**src/rtl/stopwatch_lap.sv**
```systemverilog
// Stopwatch/timer core: prescaled up-count with wrap at MAX or countdown to zero,
// with pause/resume, clear, lap capture and an LED mux for count or lap.
module stopwatch_lap #(
    parameter int DIV   = 100_000_000,
    parameter int CNT_W = 8,
    parameter int MAX   = 2**CNT_W-1
) (
    input  logic             clk,
    input  logic             rst,
    input  logic             start,
    input  logic             pause,
    input  logic             clear,
    input  logic             down,
    input  logic [CNT_W-1:0] load_val,
    input  logic             lap,
    input  logic             show_lap,
    output logic [CNT_W-1:0] count,
    output logic [CNT_W-1:0] led,
    output logic             tick,
    output logic             running,
    output logic             done,
    output logic             lap_valid
);

    localparam int PW = (DIV > 2) ? $clog2(DIV) : 1;

    localparam logic [1:0] S_IDLE  = 2'd0;
    localparam logic [1:0] S_RUN   = 2'd1;
    localparam logic [1:0] S_PAUSE = 2'd2;
    localparam logic [1:0] S_DONE  = 2'd3;

    logic [1:0]       r_state;
    logic [PW-1:0]    r_presc;
    logic [CNT_W-1:0] r_count;
    logic [CNT_W-1:0] r_lap;
    logic             r_lap_valid;
    logic             r_tick;
    logic             r_down;

    logic             w_wrap;
    logic             w_at_max;

    assign w_wrap   = (r_presc == PW'(DIV-1));
    assign w_at_max = (r_count == CNT_W'(MAX));

    always_ff @(posedge clk) begin
        if (rst || clear) begin
            r_state     <= S_IDLE;
            r_presc     <= '0;
            r_count     <= '0;
            r_lap       <= '0;
            r_lap_valid <= 1'b0;
            r_tick      <= 1'b0;
            r_down      <= 1'b0;
        end else begin
            r_tick <= 1'b0;
            case (r_state)
                S_IDLE, S_DONE: begin
                    if (start) begin
                        r_down  <= down;
                        r_presc <= '0;
                        if (down) begin
                            r_count <= load_val;
                            r_state <= (load_val == '0) ? S_DONE : S_RUN;
                        end else begin
                            r_count <= '0;
                            r_state <= S_RUN;
                        end
                    end
                end
                S_RUN: begin
                    // Lap captures the pre-update value even when a tick coincides.
                    if (lap) begin
                        r_lap       <= r_count;
                        r_lap_valid <= 1'b1;
                    end
                    if (pause) begin
                        r_state <= S_PAUSE;
                    end else if (w_wrap) begin
                        r_presc <= '0;
                        r_tick  <= 1'b1;
                        if (r_down) begin
                            r_count <= r_count - CNT_W'(1);
                            if (r_count == CNT_W'(1)) begin
                                r_state <= S_DONE;
                            end
                        end else begin
                            r_count <= w_at_max ? '0 : r_count + CNT_W'(1);
                        end
                    end else begin
                        r_presc <= r_presc + PW'(1);
                    end
                end
                S_PAUSE: begin
                    if (lap) begin
                        r_lap       <= r_count;
                        r_lap_valid <= 1'b1;
                    end
                    if (start) begin
                        r_state <= S_RUN;
                    end
                end
                default: r_state <= S_IDLE;
            endcase
        end
    end

    assign count     = r_count;
    assign led       = show_lap ? r_lap : r_count;
    assign tick      = r_tick;
    assign running   = (r_state == S_RUN);
    assign done      = (r_state == S_DONE);
    assign lap_valid = r_lap_valid;

endmodule

```
**config.mk**
```make
export PLATFORM = sky130hd
export DESIGN_NAME = stopwatch_lap
export DESIGN_NICKNAME = d
export VERILOG_FILES = /design/src/rtl/stopwatch_lap.sv
export SDC_FILE = /design/constraint.sdc
export NUM_CORES = 1
export LEC_CHECK = 0
export ABC_AREA = 1
export BUFFER_PORTS_ARGS = -buffer_cell sky130_fd_sc_hd__buf_2
export CORE_MARGIN = 1
export CORE_UTILIZATION = 58
export CTS_CLUSTER_SIZE = 10
export DETAILED_ROUTE_END_ITERATION = 12
export PLACE_DENSITY = 0.8
export SYNTH_ARGS = -nofsm -noshare
export SYNTH_HDL_FRONTEND = slang
export SYNTH_SLANG_ARGS = --single-unit
export TNS_END_PERCENT = 5
```
**constraint.sdc**
```tcl
create_clock -name clk -period 1.89 [get_ports clk]
set_input_delay 0 -clock clk [delete_from_list [all_inputs] [get_ports clk]]
set_output_delay 0 -clock clk [all_outputs]
set_load 0.01 [all_outputs]
```
# Word level (Yosys, flattened, before mapping)
# Cells that the tools add are included.
# word_totals
register_bits	48
latch_bits	0
ram_bits	0
romBits	0
input_bits	16
out_inout_bits	20
elab_cells	58
mem_count	0
# op_classes
addsub	3
multipliers	0
n_div	0
magnitude_cmp	0
n_eq_ne	13
shifts	0
mux	22
bitwise	1
reduce_logical	12
# ops
operator	n
two-way mux 27 bit	3
two-way mux 8 bit	7
one-hot mux 27 bit (2 select lines)	1
adder 27 x 1 -> 27 bit, second input constant	1
equality test 27 bit, second input constant	1
two-way mux 2 bit	8
one-hot mux 8 bit (2 select lines)	1
inequality test 3 x 2 -> 1 bit, second input constant	3
adder 8 x 1 -> 8 bit, second input constant	1
equality test 8 x 1 -> 1 bit, second input constant	1
equality test 8 bit, second input constant	1
logical NOT 8 bit	1
subtractor 8 x 1 -> 8 bit, second input constant	1
inequality test 2 bit, second input constant	3
one-hot mux 2 bit (3 select lines)	1
AND reduction 5 bit	1
equality test 2 bit, second input constant	2
AND reduction 2 bit	2
AND reduction 4 bit	1
OR reduction 2 bit	2
AND reduction 3 bit	1
OR reduction 3 bit	1
equality test 2 x 1 -> 1 bit, second input constant	1
logical NOT 2 bit	1
other kinds (5)	5

# Longest topological paths before layout
# Gate-level depths: netlist of the first run.
# depth
depth_word	6
mapped_depth	13
ltp_nobuf	13

# Worst setup path after synthesis of the first run
# OpenSTA, ideal clock, no wires.
# synth_timing
path_kind	flip-flop to flip-flop
startpoint	reg r_state[1]
endpoint	reg r_presc[4]
arrival_ns	1.633
path_slack_ns	0.141
stages_incl_launch_ff	10
path_cell_list	dfxtp_1 inv_1 ha_1 buf_4 nand2_1 a21boi_4 buf_2 nand2_1 o21ai_0 nor2_1
# synth_between
word_cells_on_any_way	9
# synth_lines
item	line	text
start, declared	32	logic [1:0] r_state;
start signal, assigned	64	r_state <= (load_val == '0) ? S_DONE : S_RUN;
equality test 2 x 1 -> 1 bit *	--	
via running	20	output logic running,
inequality test 2 bit (no line) / nonzero test 2 bit (equally long branches)	--	
AND reduction 3 bit (no line)	--	
end signal, assigned	91	r_presc <= r_presc + PW'(1);
end, declared	33	logic [PW-1:0] r_presc;
# The timed path passes the listed nets; every way through them passes the cells marked *.
# A chain may end at the register's enable or synchronous reset.

# Worst setup path after layout of the first run
# layout_timing
startpoint	reg r_state[0]
endpoint	reg r_presc[13]
# layout_between
elab_chain_len	4
word_cells_on_any_way	9
# layout_rtl
item	line	text
equality test 2 bit / logical NOT 2 bit (equally long branches)	57	case (r_state)
OR reduction 2 bit	57	
inequality test 2 bit (no line) / nonzero test 2 bit (equally long branches)	--	
AND reduction 3 bit (no line)	--	
# Parallel ways exist; a longest one is shown, timed or not.

==> results of run 1 <==
[what timing repair did]
item | 4_1_cts | 5_1_grt
endpoints found under the setup margin | 0 | 16
resized for setup | 0 | 14
hold endpoints to repair | 1 | 0
hold buffers | 1 | 0
[state kept, by name (all words and copies together) (netlist names)]
name	cells
r_presc	27
r_lap	8
lap_valid	1
r_down	1
count	8
tick	1
r_state	2
[critical path, cell delays in order (launching register included)]
cell and delay [ps]:
dfxtp_2 330, buf_4 130, ha_2 210, nand2_2 100
a21boi_4 240, buf_6 140, nand2_2 90, nor2_4 170
xor2_1 160, nor2_1 50
[cells in the final DEF, fill, tap and decap left out, types with 3 or more instances in the layout]
cell type / count
nor3_1: 13
nor2_1: 80
o21ai_0: 30
ha_1: 5
nand3_1: 33
nand2_4: 4
nand2_2: 9
dfxtp_1: 46
clkbuf_8: 5
nand4_1: 10
a21oi_1: 19
nand2_1: 100
buf_2: 35
inv_1: 51
nor2_4: 6
xnor2_1: 3
xor2_1: 8
buf_4: 14
[how the worst max path moves through the flow]
stage | slack (ps) | startpoint | cells after the start | end
3_3_place_gp | 120 | r_state[0]$_SDFFE_PP0P_ | 10 | r_presc[26]$_SDFFE_PP0P_
2_1_floorplan | 140 | r_state[1]$_SDFFE_PP0P_ | 9 | r_presc[4]$_SDFFE_PP0P_
6_report | 160 | r_state[0]$_SDFFE_PP0P_ | 9 | r_presc[13]$_SDFFE_PP0P_
4_1_cts | 30 | r_state[0]$_SDFFE_PP0P_ | 13 | r_presc[22]$_SDFFE_PP0P_
3_5_place_dp | 60 | r_state[0]$_SDFFE_PP0P_ | 13 | r_presc[22]$_SDFFE_PP0P_
5_1_grt | -0.8 | r_state[0]$_SDFFE_PP0P_ | 12 | r_presc[23]$_SDFFE_PP0P_
[kinds of logic after synthesis]
logic type	after synthesis	synth area share
and+or+nand+nor	262	0.403
buffers and inverters	63	0.0896
AOI/OAI and AO/OA	57	0.110
DFF	48	0.334
xor gates and xnor gates	11	0.0335
adders and majority gates	7	0.0304
[power by group through the flow]
stage	sequential [mW]	clock [mW]	combinational, mW
after floorplan	1.08	0	0.236
after global placement	1.08	0	0.355
after detailed placement	1.08	0	0.362
after CTS	1.05	0.774	0.365
after global routing	1.06	0.801	0.422
final	1.06	0.754	0.378
[routing by layer]
layer  share of wire  global-route usage
met5               0                   0
met4           0.013              0.0915
met3           0.051              0.0458
met2            0.49               0.501
met1            0.45               0.338
[cell type report]
type	instances	share of cell area
Multi-Input combinational cell	337	0.506
Sequential cell	48	0.286
Timing Repair Buffer	51	0.0896
Inverter	53	0.0591
Tap cell	67	0.0249
Clock buffer	5	0.0204
Clock inverter	3	0.0137
==> flow_metrics.tcl, run 1 <==
set metrics [dict create \
    max-slew-margin-rel 0.642 \
    port_buffers 35 \
    clk_latency_ps 310 \
    synth.area.top_cells "dfxtp_1 33%, nand2_1 13%, nor2_1 11%, inv_1 6.9%, nand3_1 5.7%" \
    wl_mm 6.90 \
    hold_class "input pin to flop" \
    grt_pass1_vias 2665 \
    vias_per_cell 5.25 \
    area_delta_synth_final_pct 17.0 \
    dr.pass1.iters 5 \
    finalSetupTns_ps 0 \
    dp_slack_ps 56.1 \
    yosys_register_bits 48 \
    max_cap_viol_count 0 \
    num_antenna_cells 0 \
    end_kind "flop" \
    synthMostInstantiatedCell "nand2_1" \
    fillerInstances 432 \
    cts_tree "done" \
    crit_fanout 5 \
    drc 0 \
    p_seq_frac 0.483 \
    grt_overflow 0 \
    yosysTopAreaCell "dfxtp_1" \
    layoutNonFillerInstCount 564 \
    wl_per_cell_um 12.2 \
    whs_endpoint "r_down$_SDFFE_PP0P_" \
    fin_crit_sh 0.914 \
    r2r-start "r_state[0]$_SDFFE_PP0P_" \
    fp.coreArea_mm2 0.00475 \
    cp.required_ps 2090 \
    post_cts_buffers 0 \
    synth.top_cell.area_share 0.334 \
    io_pins 36 \
    ys_seq_area_frac 0.334 \
    timing.final.max_slew_violations 0 \
    worst_pin_slew_ps 534 \
    worst_hold_slack_ps 17.3 \
    syn_area_mm2 0.00288 \
    drtIter0Drc 170 \
    final_util 0.708 \
    clk_path_buf_depth 2 \
    vdd_drop_max_mv 0.663 \
    path_clk_slew_ps 90 \
    grt_pass1_wl_mm 11.5 \
    min_from "down" \
    r2r_end "r_presc[13]$_SDFFE_PP0P_" \
    finalSetupViolCount 0 \
    synthTopCellsByCount "101 x nand2_1, 81 x nor2_1, 53 x inv_1, 48 x dfxtp_1, 33 x nand3_1" \
    finish.net_count 519 \
    crit_path_start_kind "flop" \
    hold_viol_final 0 \
    design_area_mm2 0.00337 \
    fp.dieW_um 72.4 \
    skew_ps 8.32 \
    htree_levels 2 \
    outcome "finished, final reports clean" \
    ff2ff_setup_slack_ps 160 \
    rows 25 \
    drive_gt1_frac 0.179 \
    setup_slack_ps 163 \
    gp_congestion 0.883 \
    antenna_found_initial 0 \
    p_int_mw 1.58 \
    comb_power_share 0.173 \
    grt_max_degree 28 \
    synth_ff_type "dfxtp_1" \
    ff2ff_path_depth 9 \
    max_clock_freq_mhz 579 \
    p_clk_frac 0.345 \
    avgSynthCellArea_um2 6.42 \
    num_vias 2960 \
    fin_crit_ps 1730 \
    dp_hpwl_mm 5.18 \
    seqCellArea_um2 963 \
    dieArea_mm2 0.00525 \
    clockRootBuffer "clkbuf_8" \
    swShare 0.279 \
    synth_cells 448 \
    worstHoldPathCells 3 \
    switchingPower_mw 0.610 \
    leakagePower_nw 1.42 \
    die_h_um 72.4 \
    worst-setup-path-type "flop to flop" \
    postPlaceCellArea_mm2 0.00319 \
    synth_cell_types 30 \
    arrival_ps 1920 \
    dpl.cell_count 555 \
    synth_edf_count 0 \
    syn_nets 471 \
    async_flop_share 0 \
    yosysWarnings 0 \
    numCtsBuffers 5 \
    cellPowerDensity_mw_per_mm2 650 \
    start_util 0.605 \
    grt_use_total 0.279 \
    ant_nets 0 \
    clock-sinks 48 \
    multiInputGateArea_mm2 0.00170 \
    p_total_mw 2.19 \
]
No activity file was read; power rests on OpenSTA's default activity.
==> inputs of run 2 (changes only) <==
Settings changed: HOLD_SLACK_MARGIN set to 0.15.
==> run 2 against run 1 <==
Net effect:
- sequential share of layout area shrank 1.0 points
- first-iteration DRC count shrank 3.5%
- design area grew 3.6%
- routed wire length grew 6.1%
- via count grew 2.5%
- critical path type unchanged
- critical endpoint unchanged
- largest cell class unchanged
- highest routed layer unchanged
==> flow_metrics.tcl, run 2 (same netlist as run 1, synthesis figures left out) <==
set metrics [dict create \
    outcome "finished, final reports clean" \
    timing.final.max_slew_violations 0 \
    cp_slowest_cell "dfxtp_2" \
    clk_path_buf_depth 2 \
    p_seq_frac 0.476 \
    skew_ps 8.41 \
    die_h_um 72.4 \
    swShare 0.281 \
    drtIter0Drc 164 \
    largest_register "r_presc" \
    antenna_found_initial 0 \
    io_pins 36 \
    largest_register_ffs 27 \
    crit_path_start_kind "flop" \
    fin_crit_ps 1740 \
    num_antenna_cells 0 \
    ff2ff_path_depth 9 \
    clk_latency_ps 310 \
    finalSetupViolCount 0 \
    cp_common_cell "nand2_2" \
    crit_fanout 5 \
    leakagePower_nw 1.47 \
    area_delta_synth_final_pct 21.3 \
    worst_pin_slew_ps 412 \
    fp.dieW_um 72.4 \
    p_int_mw 1.59 \
    post_cts_buffers 0 \
    design_area_mm2 0.00349 \
    finish.net_count 531 \
    vdd_drop_max_mv 0.668 \
    dieArea_mm2 0.00525 \
    max_cap_viol_count 0 \
    end_kind "flop" \
    numCtsBuffers 5 \
    wl_per_cell_um 12.7 \
    cp.required_ps 2090 \
    mostFrequentLayoutCell "nand2_1" \
    cpPeakStageDelay_ps 330 \
    start_util 0.605 \
    max-slew-margin-rel 0.725 \
    clockRootBuffer "clkbuf_8" \
    wl_mm 7.32 \
    worst_hold_slack_ps 162 \
    drc 0 \
    r2r-start "r_state[0]$_SDFFE_PP0P_" \
    startpoint "r_state[0]$_SDFFE_PP0P_" \
    grt_pass1_vias 2720 \
    grt_pass1_wl_mm 12.0 \
    postPlaceCellArea_mm2 0.00319 \
    hold_viol_final 0 \
    ant_nets 0 \
    dr.pass1.iters 4 \
    switchingPower_mw 0.623 \
    min_from "load_val[1]" \
    rows 25 \
    fin_crit_sh 0.920 \
    gp_congestion 0.883 \
    port_buffers 35 \
    drive_gt1_frac 0.177 \
    grt_max_degree 28 \
    finalSetupTns_ps 0 \
    cts_tree "done" \
    comb_power_share 0.183 \
    p_clk_frac 0.341 \
    layout_common_cells "100 x nand2_1, 79 x nor2_1, 51 x inv_1" \
    multiInputGateArea_mm2 0.00171 \
    grt_use_total 0.293 \
    cellPowerDensity_mw_per_mm2 635 \
    clock-sinks 48 \
    vias_per_cell 5.27 \
    max_clock_freq_mhz 575 \
    path_cells "buf_4, ha_2, nand2_2, a21boi_4, buf_6, nand2_2, nor2_4, xor2_1, nor2_1" \
    worst-setup-path-type "flop to flop" \
    fillerInstances 411 \
    grt_overflow 0 \
    path_clk_slew_ps 90 \
    arrival_ps 1940 \
    seqCellArea_um2 963 \
    num_vias 3033 \
    fp.coreArea_mm2 0.00475 \
    hold_class "input pin to flop" \
    worstHoldPathCells 5 \
    htree_levels 2 \
    dp_hpwl_mm 5.18 \
]
run 2: changes by cell type in the layout (fill, tap and decap cells not counted):
| cell | change |
|---|---|
| dlygate4sd3_1 | +12 |
| nor2_2 | +1 |
| nor2_1 | -1 |
run 2: path summary, 6_finish.rpt:
kind / end / slack (ps)
max: r_presc[13]$_SDFFE_PP0P_ / 150
min: count[1]$_SDFFE_PP0P_ / 160
max reg2reg: r_presc[13]$_SDFFE_PP0P_ / 150
min reg2reg: lap_valid$_SDFFE_PP0P_ / 490
run 2: critical path, delay by kind of cell (launching register included):
| family | cells | cell delay, ps |
|---|---|---|
| buf+inv | 2 | 270 |
| xor+xnor | 1 | 160 |
| compound gates | 1 | 240 |
| simple gates | 4 | 420 |
| fa+ha+maj | 1 | 220 |
| flops | 1 | 330 |
run 2: routing by layer:
metal | track usage | share of wire | vias to the layer above
li1 | - | - | 1552
met1 | 0.360 | 0.44 | 1388
met2 | 0.524 | 0.49 | 81
met3 | 0.0444 | 0.045 | 12
met4 | 0.0937 | 0.017 | 0
met5 | 0 | 0 | -
run 2: power by group through the flow:
stage                     Combinational [mW]  Clock [mW]  Sequential [mW]
after global placement                 0.355           0             1.08
final                                  0.405       0.756             1.06
after floorplan                        0.236           0             1.08
after global routing                   0.448       0.801             1.06
after detailed placement               0.362           0             1.08
after CTS                              0.385       0.774             1.05
run 2: stage by stage:
step	power, mW	setup WS (ps)	utilization	instances
final	2.22	151	0.734	576
after global routing	2.31	-8.74	0.734	576
after CTS	2.21	34.4	0.723	576
after detailed placement	1.44	56.1	0.671	555
after global placement	1.43	124	0.671	555
after floorplan	1.31	141	-	448
run 2: area by class of cell:
type,instances,area share
flip-flops and latches,48,0.276
repair buffers,63,0.121
inverters,53,0.0570
multi-input cells,337,0.489
clock buffers,5,0.0197
clock inverters,3,0.0133
well taps,67,0.0240
run 2: repair_timing:
item	CTS	global route
endpoints found under the hold margin	13	0
gates resized for setup	0	15
hold buffers	13	0
setup endpoints to repair	0	18
==> inputs of run 3 (changes only) <==
Settings changed: CORE_UTILIZATION 58 to 49, PLACE_DENSITY 0.8 to 0.69.
==> run 3 against run 2 <==
Net effect:
- total power grew 1.4%
- register-to-register slack worse by 30 ps
- largest cell class unchanged
- critical endpoint is now r_presc[15]$_SDFFE_PP0P_
- clock-buffer cell count is 1 higher
==> flow_metrics.tcl, run 3 (same netlist as run 1, synthesis figures left out) <==
set metrics [dict create \
    layout_common_cells "100 x nand2_1, 79 x nor2_1, 52 x inv_1" \
    hold_viol_final 0 \
    cts_tree "done" \
    r2r-start "r_state[0]$_SDFFE_PP0P_" \
    wl_met1_mm 3.31 \
    dpl.cell_count 556 \
    rows 27 \
    wl_met2_mm 3.38 \
    clock-sinks 48 \
    clk_latency_ps 300 \
    die_h_um 78.6 \
    numCtsBuffers 5 \
    hold_class "input pin to flop" \
    fp.dieW_um 78.6 \
    cpPeakStageDelay_ps 340 \
    num_antenna_cells 0 \
    fin_crit_ps 1770 \
    num_vias 3012 \
    start_util 0.516 \
    path_clk_slew_ps 90 \
    min_from "clear" \
    cp_slowest_cell "dfxtp_1" \
    vdd_drop_max_mv 0.388 \
    grt_pass1_wl_mm 12.1 \
    port_buffers 35 \
    rsz0062_at_grt "yes" \
    r2r_end "r_presc[15]$_SDFFE_PP0P_" \
    crit_fanout 4 \
    worst_pin_slew_ps 468 \
    seqCellArea_um2 962 \
    dieArea_mm2 0.00618 \
    fin_crit_sh 0.935 \
    dr.pass1.iters 5 \
    wl_met3_um 322 \
    ff2ff_setup_slack_ps 120 \
    clockRootBuffer "clkbuf_8" \
    max-slew-margin-rel 0.687 \
    drive_gt1_frac 0.170 \
    fp.coreArea_mm2 0.00557 \
    io_pins 36 \
    multiInputGateArea_mm2 0.00170 \
    wl_per_cell_um 12.4 \
    clk_path_buf_depth 2 \
    grt_overflow 0 \
    arrival_ps 1950 \
    dp_hpwl_mm 5.22 \
    worst_hold_slack_ps 181 \
    gp_congestion 0.912 \
    skew_ps 3.76 \
    cp_top_family "simple AND/OR/NAND/NOR gates" \
    fillerInstances 525 \
    ant_nets 0 \
    cp.required_ps 2080 \
    whs_endpoint "count[4]$_SDFFE_PP0P_" \
    path_depth 11 \
    layoutNonFillerInstCount 579 \
    path_cells "inv_1, ha_4, inv_1, nand2_2, nand2_1, nand2_2, buf_4, nor2_1, nand4_1, xor2_1, nor2_1" \
    path_buf_inv 3 \
    cellPowerDensity_mw_per_mm2 645 \
    antenna_found_initial 0 \
    drtIter0Drc 164 \
    startpoint "r_state[0]$_SDFFE_PP0P_" \
    finalSetupViolCount 0 \
    leakagePower_nw 1.47 \
    grt_max_degree 28 \
    drc 0 \
    mostFrequentLayoutCell "nand2_1" \
    max_clock_freq_mhz 566 \
    vias_per_cell 5.20 \
    largest_register "r_presc" \
    highest_layer "met4" \
    final_util 0.625 \
    finish.net_count 529 \
    area_delta_synth_final_pct 21.1 \
    largest_register_ffs 27 \
    grt_use_total 0.248 \
    wl_mm 7.18 \
    worst-setup-path-type "flop to flop" \
    crit_path_start_kind "flop" \
    max_cap_viol_count 0 \
    outcome "finished, final reports clean" \
    ff2ff_path_depth 11 \
    htree_levels 2 \
    p_total_mw 2.25 \
    grt_pass1_vias 2705 \
    timing.final.max_slew_violations 0 \
    worstHoldPathCells 5 \
    end_kind "flop" \
]
==> run 3: cell types whose count changed in the layout (fill, tap and decap cells not counted), sizes merged <==
cell	change
clkinvlp	-1
clkinv	+1
buf	-1
clkbuf	+1
inv	-1
dlygate4sd3	-1
==> run 3: worst max path at each step <==
stage / end / slack, ps
detailed placement: r_presc[21]$_SDFFE_PP0P_ / 2
global route: r_presc[7]$_SDFFE_PP0P_ / -10
global placement: r_presc[22]$_SDFFE_PP0P_ / 40
CTS: r_presc[22]$_SDFFE_PP0P_ / 6
finish: r_presc[15]$_SDFFE_PP0P_ / 120
floorplan: r_presc[4]$_SDFFE_PP0P_ / 140
==> run 3: per-stage QoR <==
stage                     setup TNS [ps]  worst slack, ps  instance area, µm²
after floorplan                        0              141                2880
after global placement                 0             44.6                3170
after detailed placement               0             2.05                3170
after CTS                              0             5.72                3440
after global routing               -13.7            -11.8                3480
final                                  0              123                3480
==> run 3: final cells by class <==
| type | instances | share of cell area |
|---|---|---|
| clock inverters | 2 | 0.0111 |
| inverters | 53 | 0.0571 |
| repair buffers | 61 | 0.118 |
| clock buffers | 6 | 0.0237 |
| flip-flops and latches | 48 | 0.276 |
| well taps | 72 | 0.0259 |
| multi-input cells | 337 | 0.488 |
==> run 3: worst register-to-register path, delay by kind of cell, from the launching register on <==
kind	cells	cell delay [ps]
XOR/XNOR	1	150
flip-flops	1	340
AND/OR/NAND/NOR	6	580
buffers and inverters	3	320
adder cells (fa/ha/maj)	1	260
==> run 3: timing repair <==
| action | in CTS | in global routing |
|---|---|---|
| endpoints found under the setup margin | 2 | 12 |
| hold buffers | 12 | 0 |
| pin swaps | 1 | 0 |
| resized for setup | 0 | 10 |
| setup buffers | 3 | 0 |
| hold endpoints to repair | 10 | 0 |
==> run 3: report_power, final <==
part	switching [mW]	total (mW)	internal [mW]	leakage [nW]
combinational	0.237	0.402	0.166	1.02
sequential	0.0224	1.06	1.03	0.388
clock	0.355	0.788	0.433	0.0614
==> run 3: metal layers <==
layer | vias to the layer above | track usage
met5 | - | 0
met4 | 0 | 0.100
met3 | 16 | 0.0512
met2 | 87 | 0.412
met1 | 1365 | 0.310
li1 | 1544 | -
